==> config.mk <==
export PLATFORM = sky130hd
export DESIGN_NAME = record_serializer
export DESIGN_NICKNAME = d
export VERILOG_FILES = /design/src/rtl/record_serializer_pkg.sv /design/src/rtl/record_prefetch.sv /design/src/rtl/record_serializer.sv
export SDC_FILE = /design/constraint.sdc
export NUM_CORES = 1
export LEC_CHECK = 0
export BUFFER_PORTS_ARGS = -buffer_cell sky130_fd_sc_hd__buf_2
export CORE_UTILIZATION = 45
export CTS_BUF_LIST = sky130_fd_sc_hd__clkbuf_4
export CTS_CLUSTER_DIAMETER = 80
export DETAILED_ROUTE_END_ITERATION = 12
export GPL_ROUTABILITY_DRIVEN = 1
export GPL_TIMING_DRIVEN = 0
export HOLD_SLACK_MARGIN = 0.1
export MAX_ROUTING_LAYER = met4
export PLACE_DENSITY_LB_ADDON = 0.08
export SYNTH_ARGS = -nofsm -noshare
export SYNTH_HDL_FRONTEND = slang
export SYNTH_HIERARCHICAL = 1
export SYNTH_SLANG_ARGS = --single-unit
==> constraint.sdc <==
create_clock -name clk -period 3 [get_ports clk]
set_input_delay 0.45 -clock clk [delete_from_list [all_inputs] [get_ports clk]]
set_output_delay 0.45 -clock clk [all_outputs]
set_load 0.01 [all_outputs]
==> src/rtl/record_serializer_pkg.sv <==
// Shared types and helpers for the record serializer: FSM state encoding,
// word-count derivation and word selection by index and byte order.
package record_serializer_pkg;

  typedef enum logic [1:0] {
    ST_IDLE = 2'd0,
    ST_SEND = 2'd1,
    ST_CSUM = 2'd2
  } ser_state_e;

  // Widest record / word the generic selector can handle.
  localparam int MAX_REC_W = 1024;
  localparam int MAX_OUT_W = 256;

  function automatic int calc_words(input int record_w, input int out_w);
    int words;
    if (out_w > 0) begin
      words = record_w / out_w;
    end else begin
      words = 0;
    end
    return words;
  endfunction

  // Word 0 is the most significant word unless lsb_first is set.
  // Only the low out_w bits of the result are meaningful.
  function automatic logic [MAX_OUT_W-1:0] select_word(
    input logic [MAX_REC_W-1:0] rec,
    input int                   words,
    input int                   out_w,
    input int                   idx,
    input logic                 lsb_first
  );
    int                   pos;
    logic [MAX_REC_W-1:0] shifted;
    if (lsb_first) begin
      pos = idx;
    end else begin
      pos = words - 1 - idx;
    end
    shifted = rec >> (pos * out_w);
    return shifted[MAX_OUT_W-1:0];
  endfunction

endpackage

==> src/rtl/record_prefetch.sv <==
// Single-entry record prefetch register; pops the show-ahead FIFO with
// sample_req pulses that are never issued on two consecutive cycles.
module record_prefetch
  import record_serializer_pkg::*;
#(
  parameter int RECORD_W = 48
) (
  input  logic                clk,
  input  logic                rst_n,
  input  logic                sample_rdy,
  input  logic [RECORD_W-1:0] sample,
  input  logic                take,
  output logic                sample_req,
  output logic                pf_valid,
  output logic [RECORD_W-1:0] pf_data,
  output logic                pf_valid_nxt
);

  logic                req_r;
  logic                valid_r;
  logic [RECORD_W-1:0] data_r;
  logic                fill_s;
  logic                valid_nxt_s;
  logic [RECORD_W-1:0] data_nxt_s;

  // The FIFO head is stale the cycle after a pop, so skip that cycle.
  assign fill_s = sample_rdy && !req_r && (!valid_r || take);

  // Next prefetch contents: refill wins over a plain drain.
  always_comb begin
    valid_nxt_s = valid_r;
    data_nxt_s  = data_r;
    if (fill_s) begin
      valid_nxt_s = 1'b1;
      data_nxt_s  = sample;
    end else if (take) begin
      valid_nxt_s = 1'b0;
    end else begin
      valid_nxt_s = valid_r;
    end
  end

  // Prefetch and pop-pulse registers.
  always_ff @(posedge clk or negedge rst_n) begin
    if (!rst_n) begin
      req_r   <= 1'b0;
      valid_r <= 1'b0;
      data_r  <= '0;
    end else begin
      req_r   <= fill_s;
      valid_r <= valid_nxt_s;
      data_r  <= data_nxt_s;
    end
  end

  assign sample_req   = req_r;
  assign pf_valid     = valid_r;
  assign pf_data      = data_r;
  assign pf_valid_nxt = valid_nxt_s;

endmodule

==> src/rtl/record_serializer.sv <==
// Serializes RECORD_W-bit timetag records into OUT_W-bit host words with a
// zero-bubble prefetch. Define SERIALIZER_CHECKSUM_EN to append an XOR word.
module record_serializer
  import record_serializer_pkg::*;
#(
  parameter int RECORD_W  = 48,
  parameter int OUT_W     = 8,
  parameter int LSB_FIRST = 0,
  parameter int COUNT_W   = 32
) (
  input  logic                clk,
  input  logic                rst_n,
  input  logic                sample_rdy,
  input  logic [RECORD_W-1:0] sample,
  output logic                sample_req,
  output logic                data_rdy,
  output logic [OUT_W-1:0]    data,
  input  logic                data_ack,
  output logic                busy,
  output logic [COUNT_W-1:0]  rec_count
);

  localparam int WORDS = calc_words(RECORD_W, OUT_W);
  localparam int IDX_W = $clog2(WORDS + 1);

  generate
    if ((OUT_W < 1) || (RECORD_W % OUT_W != 0) || (WORDS < 1) ||
        (RECORD_W > MAX_REC_W) || (OUT_W > MAX_OUT_W)) begin : g_bad_cfg
      $error("record_serializer: RECORD_W must be a non-zero multiple of OUT_W");
    end
  endgenerate

  ser_state_e          state_r;
  ser_state_e          state_nxt_s;
  logic [IDX_W-1:0]    idx_r;
  logic [IDX_W-1:0]    idx_nxt_s;
  logic [RECORD_W-1:0] shreg_r;
  logic [RECORD_W-1:0] shreg_nxt_s;
  logic [OUT_W-1:0]    data_r;
  logic [OUT_W-1:0]    data_nxt_s;
  logic                data_rdy_r;
  logic                data_rdy_nxt_s;
  logic [COUNT_W-1:0]  rec_count_r;
  logic [COUNT_W-1:0]  rec_count_nxt_s;
  logic                busy_r;
  logic                take_s;
  logic                start_s;
  logic                frame_done_s;
  logic                xfer_s;
  logic                last_s;
  logic                pf_valid_s;
  logic                pf_valid_nxt_s;
  logic [RECORD_W-1:0] pf_data_s;

  function automatic logic [OUT_W-1:0] word_at(input logic [RECORD_W-1:0] rec,
                                               input int idx);
    logic [MAX_OUT_W-1:0] w;
    w = select_word(MAX_REC_W'(rec), WORDS, OUT_W, idx, LSB_FIRST != 0);
    return w[OUT_W-1:0];
  endfunction

`ifdef SERIALIZER_CHECKSUM_EN
  function automatic logic [OUT_W-1:0] xor_fold(input logic [RECORD_W-1:0] rec);
    logic [OUT_W-1:0] acc;
    acc = '0;
    for (int i = 0; i < WORDS; i++) begin
      acc = acc ^ rec[i*OUT_W +: OUT_W];
    end
    return acc;
  endfunction
`endif

  record_prefetch #(
    .RECORD_W (RECORD_W)
  ) u_prefetch (
    .clk          (clk),
    .rst_n        (rst_n),
    .sample_rdy   (sample_rdy),
    .sample       (sample),
    .take         (take_s),
    .sample_req   (sample_req),
    .pf_valid     (pf_valid_s),
    .pf_data      (pf_data_s),
    .pf_valid_nxt (pf_valid_nxt_s)
  );

  assign xfer_s = data_rdy_r && data_ack;
  assign last_s = (idx_r == IDX_W'(WORDS - 1));

  // Next-state and output decode; outputs are registered one level down.
  always_comb begin
    state_nxt_s     = state_r;
    idx_nxt_s       = idx_r;
    shreg_nxt_s     = shreg_r;
    data_nxt_s      = data_r;
    data_rdy_nxt_s  = data_rdy_r;
    rec_count_nxt_s = rec_count_r;
    take_s          = 1'b0;
    start_s         = 1'b0;
    frame_done_s    = 1'b0;

    case (state_r)
      ST_IDLE: begin
        if (pf_valid_s) begin
          start_s = 1'b1;
        end else begin
          data_rdy_nxt_s = 1'b0;
        end
      end
      ST_SEND: begin
        if (xfer_s && last_s) begin
`ifdef SERIALIZER_CHECKSUM_EN
          state_nxt_s = ST_CSUM;
          data_nxt_s  = xor_fold(shreg_r);
`else
          frame_done_s = 1'b1;
`endif
        end else if (xfer_s) begin
          idx_nxt_s  = idx_r + IDX_W'(1);
          data_nxt_s = word_at(shreg_r, int'(idx_r) + 1);
        end else begin
          data_nxt_s = data_r;
        end
      end
      ST_CSUM: begin
`ifdef SERIALIZER_CHECKSUM_EN
        if (xfer_s) begin
          frame_done_s = 1'b1;
        end else begin
          data_nxt_s = data_r;
        end
`else
        state_nxt_s    = ST_IDLE;
        data_rdy_nxt_s = 1'b0;
`endif
      end
      default: begin
        state_nxt_s    = ST_IDLE;
        data_rdy_nxt_s = 1'b0;
      end
    endcase

    // End of frame: count it, then reload back-to-back if a record waits.
    if (frame_done_s) begin
      rec_count_nxt_s = rec_count_r + COUNT_W'(1);
      if (pf_valid_s) begin
        start_s = 1'b1;
      end else begin
        state_nxt_s    = ST_IDLE;
        data_rdy_nxt_s = 1'b0;
      end
    end else begin
      rec_count_nxt_s = rec_count_r;
    end

    if (start_s) begin
      take_s         = 1'b1;
      shreg_nxt_s    = pf_data_s;
      idx_nxt_s      = '0;
      data_nxt_s     = word_at(pf_data_s, 0);
      data_rdy_nxt_s = 1'b1;
      state_nxt_s    = ST_SEND;
    end else begin
      take_s = 1'b0;
    end
  end

  // FSM state and registered outputs.
  always_ff @(posedge clk or negedge rst_n) begin
    if (!rst_n) begin
      state_r     <= ST_IDLE;
      idx_r       <= '0;
      shreg_r     <= '0;
      data_r      <= '0;
      data_rdy_r  <= 1'b0;
      rec_count_r <= '0;
      busy_r      <= 1'b0;
    end else begin
      state_r     <= state_nxt_s;
      idx_r       <= idx_nxt_s;
      shreg_r     <= shreg_nxt_s;
      data_r      <= data_nxt_s;
      data_rdy_r  <= data_rdy_nxt_s;
      rec_count_r <= rec_count_nxt_s;
      busy_r      <= (state_nxt_s != ST_IDLE) || pf_valid_nxt_s;
    end
  end

  assign data_rdy  = data_rdy_r;
  assign data      = data_r;
  assign rec_count = rec_count_r;
  assign busy      = busy_r;

endmodule

### Yosys cells after proc, flatten, opt, wreduce, memory -nomap -nowiden

Index checks and enable logic that the tools add are counted.

| operators by class | value |
|---|---|
| add/sub/neg operators | 4 |
| equal/unequal tests | 3 |
| muxes and demuxes | 30 |
| shift operators | 2 |
| reduce and logical (&&, ||, !) cells | 14 |

Operators with widths:

| operator | number |
|---|---|
| 2-to-1 mux 29 bit | 4 |
| right shift 48 x 32 -> 8 bit | 2 |
| adder 32 x 1 -> 32 bit, second input constant | 1 |
| 2-to-1 mux 8 bit | 4 |
| 2-to-1 mux 1 bit | 13 |
| 2-to-1 mux 3 bit | 4 |
| 2-to-1 mux 2 bit | 4 |
| nonzero test 2 bit | 3 |
| subtractor 3 x 4 -> 5 bit, first input constant | 1 |
| adder 3 x 1 -> 4 bit, second input constant | 1 |
| logical AND 1 bit | 4 |
| adder 3 x 1 -> 3 bit, second input constant | 1 |
| == test 3 bit, second input constant | 1 |
| AND reduction 3 bit | 1 |
| == test 2 x 1 -> 1 bit, second input constant | 1 |
| zero test 1 bit | 2 |
| zero test 2 bit | 1 |
| logical OR 1 bit | 2 |
| inequality test 2 bit, second input constant | 1 |
| case mux 1 bit (2 select lines) | 1 |
| OR reduction 2 bit | 1 |

| storage, ports and cells | value |
|---|---|
| input bits | 52 |
| register bits | 145 |
| output and inout port bits | 43 |
| logic and storage cells | 63 |

### Logic depth before layout (Yosys ltp)

| depth | value |
|---|---|
| word-level depth | 10 |
| depth in mapped cells | 12 |
| mapped depth without buffers | 8 |

### Hierarchy

The synthesis kept the hierarchy.

Modules (own cells, without submodules):

| module | sequential area each (um^2) | area each (um^2) | cells an instance | times used |
|---|---|---|---|---|
| record_serializer | 2377.3 | 4466.8 | 340 | 1 |
| record_prefetch | 1251.2 | 1879.3 | 108 | 1 |

### Worst setup path before layout

No wires, ideal clock.

| path | value |
|---|---|
| kind | reg2reg |
| start point | register idx_r[0] |
| end point | register data_r[6], in the netlist data[6] |
| data arrival time | 2391 ps |
| cell stages (with the launch flop) | 12 |
| required time | 2874 ps |
| setup time | 126 ps |
| period minus slack after synthesis | 2517 ps |
| buffers on the path | 3 |
| setup slack | 483 ps |
| cells stage by stage | dfrtp_1 buf_2 buf_2 inv_1 ha_1 inv_1 ha_1 buf_1 mux4_2 a22oi_1 nor2_1 a221o_1 |

| between the ends | value |
|---|---|
| word-level cells in the longest chain between the ends | 10 |
| elaborated cells between the ends (all ways) | 19 |
| those cells by class | add/sub (2); eq/ne (2); shift (1); mux (10); reduce/logical (4) |

RTL lines:

| element | RTL line | source |
|---|---|---|
| start: declaration | record_serializer.sv:35 | `logic [IDX_W-1:0] idx_r;` |
| start signal: assignment | record_serializer.sv:180 | `idx_r <= idx_nxt_s;` |
| adder 3 x 1 -> 4 bit | record_serializer.sv:120 | `data_nxt_s = word_at(shreg_r, int'(idx_r) + 1);` |
| subtractor 3 x 4 -> 5 bit | record_serializer_pkg.sv:39 | `pos = words - 1 - idx;` |
| 2-to-1 mux 29 bit | record_serializer.sv:118 | `end else if (xfer_s) begin` |
| 2-to-1 mux 29 bit | record_serializer.sv:111 | `if (xfer_s && last_s) begin` |
| 2-to-1 mux 29 bit | record_serializer.sv:102 | `case (state_r)` |
| right shift 48 x 32 -> 8 bit | record_serializer_pkg.sv:41 | `shifted = rec >> (pos * out_w);` |
| 2-to-1 mux 8 bit | record_serializer.sv:118 |  |
| 2-to-1 mux 8 bit | record_serializer.sv:111 |  |
| 2-to-1 mux 8 bit | record_serializer.sv:102 |  |
| 2-to-1 mux 8 bit | record_serializer.sv:156 | `if (start_s) begin` |
| end signal: assignment | record_serializer.sv:182 | `data_r <= data_nxt_s;` |
| end: declaration | record_serializer.sv:39 | `logic [OUT_W-1:0] data_r;` |

Parallel ways exist; a longest one is shown, timed or not. The select of a mux whose other input is x is not followed.
A chain may end at the register's enable or synchronous reset.

### Final worst setup path

| path | value |
|---|---|
| start point | register idx_r[1] |
| end point | register u_prefetch.data_r[37], in the netlist u_prefetch/pf_data[37] |

| between the ends | value |
|---|---|
| word-level cells in the longest chain between the ends | 8 |

RTL lines:

| element | RTL line | source |
|---|---|---|
| == test 3 bit | record_serializer.sv:88 | `assign last_s = (idx_r == IDX_W'(WORDS - 1));` |
| logical AND 1 bit | record_serializer.sv:111 |  |
| 2-to-1 mux 1 bit | record_serializer.sv:111 |  |
| 2-to-1 mux 1 bit | record_serializer.sv:102 |  |
| 2-to-1 mux 1 bit | record_serializer.sv:144 | `if (frame_done_s) begin` |
| net start_s | record_serializer.sv:47 | `logic start_s;` |
| 2-to-1 mux 1 bit | record_serializer.sv:156 |  |
| logical OR 1 bit | record_prefetch.sv:27 | `assign fill_s = sample_rdy && !req_r && (!valid_r \|\| take);` |
| logical AND 1 bit | record_prefetch.sv:27 |  |
| net u_prefetch.fill_s | record_prefetch.sv:22 | `logic fill_s;` |
| end signal: assignment | record_prefetch.sv:52 | `data_r <= data_nxt_s;` |
| end: declaration | record_prefetch.sv:21 | `logic [RECORD_W-1:0] data_r;` |

The timed path passes the listed nets, and every way through them passes these cells.

==> metrics.md <==
| Metric | Value |
|---|---|
| Total grt overflow | `0` |
| Via Count | `4146` |
| Worst reg2reg setup slack | `0.24 ns` |
| Register-to-Register Path Depth | `11` |
| Final Hold Vio Count | `0` |
| GRT Resource Usage Total | `0.209` |
| Syn_area_per_cell | `14.2 sq um` |
| Root buffer cell | `clkbuf_4` |
| Clock Path Buffers | `2` |
| Starting DRT DRC Count | `204` |
| Unrepaired setup endpoints after global routing | `no` |
| Crit path max-delay cell type | `dfrtp_1` |
| CP required | `3.41 ns` |
| Critical path arrival | `3.17 ns` |
| Slew Viols, Final | `0` |
| Seq/Total Area, Yosys | `0.572` |
| Critical path endpoint | `u_prefetch/pf_data[37]` |
| Crit path time final | `2.76 ns` |
| CP bufs+invs | `5` |
| Reg-to-Reg End | `u_prefetch/pf_data[37]` |
| Synth Flop Type | `dfrtp_1` |
| Pre-antenna DRT Iters | `4` |
| TritonCTS Buffers | `17` |
| Vias in the first global route | `4244` |
| Final setup viols | `0` |
| Worst Path Max Fanout | `11` |
| Maximum clock frequency | `363 MHz` |
| # rows | `43` |
| Initial Util | `0.459` |
| Post-synthesis cell type count | `48` |
| Fin nets | `665` |
| Post-Syn Area | `6350 sq um` |
| Cell count after synthesis | `448` |
| Chip width | `121 um` |
| CTS tree | `built` |
| Clk_lat worst skew | `0.54 ns` |
| Io pins | `95` |
| Worst Max-Slew Pin Slew | `0.637 ns` |
| Worst Hold Class | `input pin to flip-flop` |
| TNS Setup | `0 ns` |
| First-pass GRT wire length | `22000 um` |
| Core area | `13800 sq um` |
| # port buffers | `94` |
| CP Launch Point | `idx_r[1]` |
| Antenna Cells | `0` |
| Clock Sinks | `145` |
| Levels on crit path | `11` |
| Mapped Nets | `505` |
| GP Congestion | `0.792` |
| Die height | `121 um` |
| Origin of the critical flop-to-flop path | `idx_r[1]` |
| Status | `completed` |
| Number of synthesized flops with an enable pin | `0` |
| # DRC | `0` |
| Post-DP HPWL | `9220 um` |
| Synth warn | `6` |
| Crit path largest cell delay | `0.42 ns` |
| Pleak | `0.00360 uW` |
| CP delay by family, top | `buffers and inverters` |
| Async SR Flop Fraction | `1.00` |
| Critical path endpoint category | `flip-flop` |
| Layout Skew | `0.0135 ns` |
| Clk pin slew, worst setup/hold paths | `0.11 ns` |
| CP Launch Type | `flip-flop` |
| Remaining antenna violation count | `0` |
| Maximum capacitance violations | `0` |
| Power Total | `5620 uW` |
| # fillers | `1152` |
| H-tree levels | `4` |
| Drt wl/cell | `16.8 um` |
| Via density | `5.19` |
| CP cell instances | `inv_1, ha_1, nand2_2, o21ai_1, nor3b_4, buf_4, inv_1, a21oi_4, buf_6, buf_6, mux2_1` |
| Crit Path Category | `flip-flop to flip-flop` |
| Seq cells post-synth | `145` |
| Area grow syn2layout | `22.7%` |
| Layout cells sized above 1 | `0.394` |
| Slew margin rel. | `0.572` |
| P per Cell Area | `721 nW/um^2` |
| Largest net degree at the start of global routing | `92` |
| Die area | `14600 sq um` |
| Peak supply drop | `0.000414 V` |
| Antenna violations before repair | `0` |
| Drt total wl | `13400 um` |
| Final period util | `0.919` |
-- area by class of cell --
| type | count | area, sq um | share of cell area |
|---|---|---|---|
| Clock buffer | 20 | 150 | 0.0193 |
| Sequential cell | 145 | 3630 | 0.466 |
| Multi-Input combinational cell | 275 | 2530 | 0.325 |
| Clock inverter | 10 | 95.1 | 0.0122 |
| Tap cell | 180 | 225 | 0.0289 |
| Inverter | 9 | 33.8 | 0.00434 |
| Timing Repair Buffer | 142 | 967 | 0.124 |
| Buffer | 18 | 155 | 0.0199 |
-- placed cells by master (no fill, tap or decap), types with 12 or more instances in the layout --
cell | synthesis | final
xor2_1 | 14 | 14
nor2_1 | 15 | 15
mux2_2 | 83 | 83
xnor2_1 | 18 | 18
buf_2 | 3 | 94
dfrtp_1 | 145 | 145
clkbuf_4 | 0 | 21
nand2_1 | 16 | 16
nand4_1 | 12 | 12
dlygate4sd3_1 | 0 | 44
mux2_1 | 22 | 22
-- registers in the layout (all words and copies together) (netlist names), 2 cells and up --
name,flops
data,8
idx_r,3
rec_count,32
shreg_r,48
state_r,2
u_prefetch/pf_data,48
-- per-layer routing --
metal  GRT usage  part of all wire  wire [um]  vias up
met4      0.0772             0.013        177        0
met2       0.336              0.50       6750       96
met5           -                 0          0        -
li1            -                 -          -     1941
met3      0.0495             0.040        531       11
met1       0.257              0.44       5970     2098
-- kinds of logic (layout without fill, tap and decap cells) --
family                     count (synthesis)  count (layout)  synth area share
and+or+nand+nor                           96              96            0.0919
buffers and inverters                     28             199            0.0296
muxes                                    114             114             0.216
other                                      1               1          0.000591
adders and majority gates                  5               5           0.00986
xor gates and xnor gates                  33              33            0.0467
DFF                                      145             145             0.572
AOI/OAI and AO/OA                         26              26            0.0333
-- stage by stage --
stage | instances | cell area (sq um) | hold slack, ns | setup WS [ns] | util
floorplan | 448 | 6350 | 0.154 | 0.483 | -
detailed placement | 723 | 7080 | 0.452 | -0.181 | 0.512
CTS | 787 | 7670 | 0.100 | 0.00652 | 0.555
finish | 799 | 7790 | 0.156 | 0.242 | 0.563
global placement | 722 | 7040 | 0.451 | -0.593 | 0.509
global route | 799 | 7790 | 0.104 | 0.0172 | 0.563
-- where the power goes --
part	switching (uW)	total [uW]	internal (uW)
combinational	576	1490	909
sequential	373	2980	2610
clock	650	1150	496
-- cell usage after synthesis, types with 2 or more instances --
library cell  instances  share of area
dfrtp_1             145           0.57
mux2_2               83           0.15
mux2_1               22          0.039
xnor2_1              18          0.025
nand2_1              16         0.0095
nor2_1               15         0.0089
xor2_1               14          0.019
nand4_1              12          0.012
inv_1                 9         0.0053
nand3_1               9         0.0071
a221o_1               8          0.013
a22oi_1               8         0.0095
buf_6                 8          0.014
mux4_2                8          0.028
and3_1                7         0.0069
nor3_1                7         0.0055
nor4_1                7         0.0069
and2_1                6         0.0059
buf_4                 5         0.0059
ha_1                  5         0.0099
a21oi_1               3         0.0024
buf_2                 3         0.0024
and4_1                2         0.0028
buf_1                 2         0.0012
nor2b_1               2         0.0020
o21ai_0               2         0.0016
-- worst min path at each step --
stage,cells past startpoint,from,slack [ns],endpoint
after CTS,2,sample[21],0.10,u_prefetch/pf_data[21]
after detailed placement,1,rst_n,0.45,rec_count[25]
after global placement,1,rec_count[31],0.45,rec_count[31]
final,2,sample[30],0.16,u_prefetch/pf_data[30]
after global routing,2,sample[31],0.10,u_prefetch/pf_data[31]
after floorplan,0,rst_n,0.15,busy
-- repair_timing --
item	4_1_cts	5_1_grt
buffers inserted	0	3
setup endpoints to repair	8	47
hold endpoints to repair	88	9
gates resized for setup	1	2
hold buffers	35	9
Note: power is estimated with default switching activity, not from simulation.
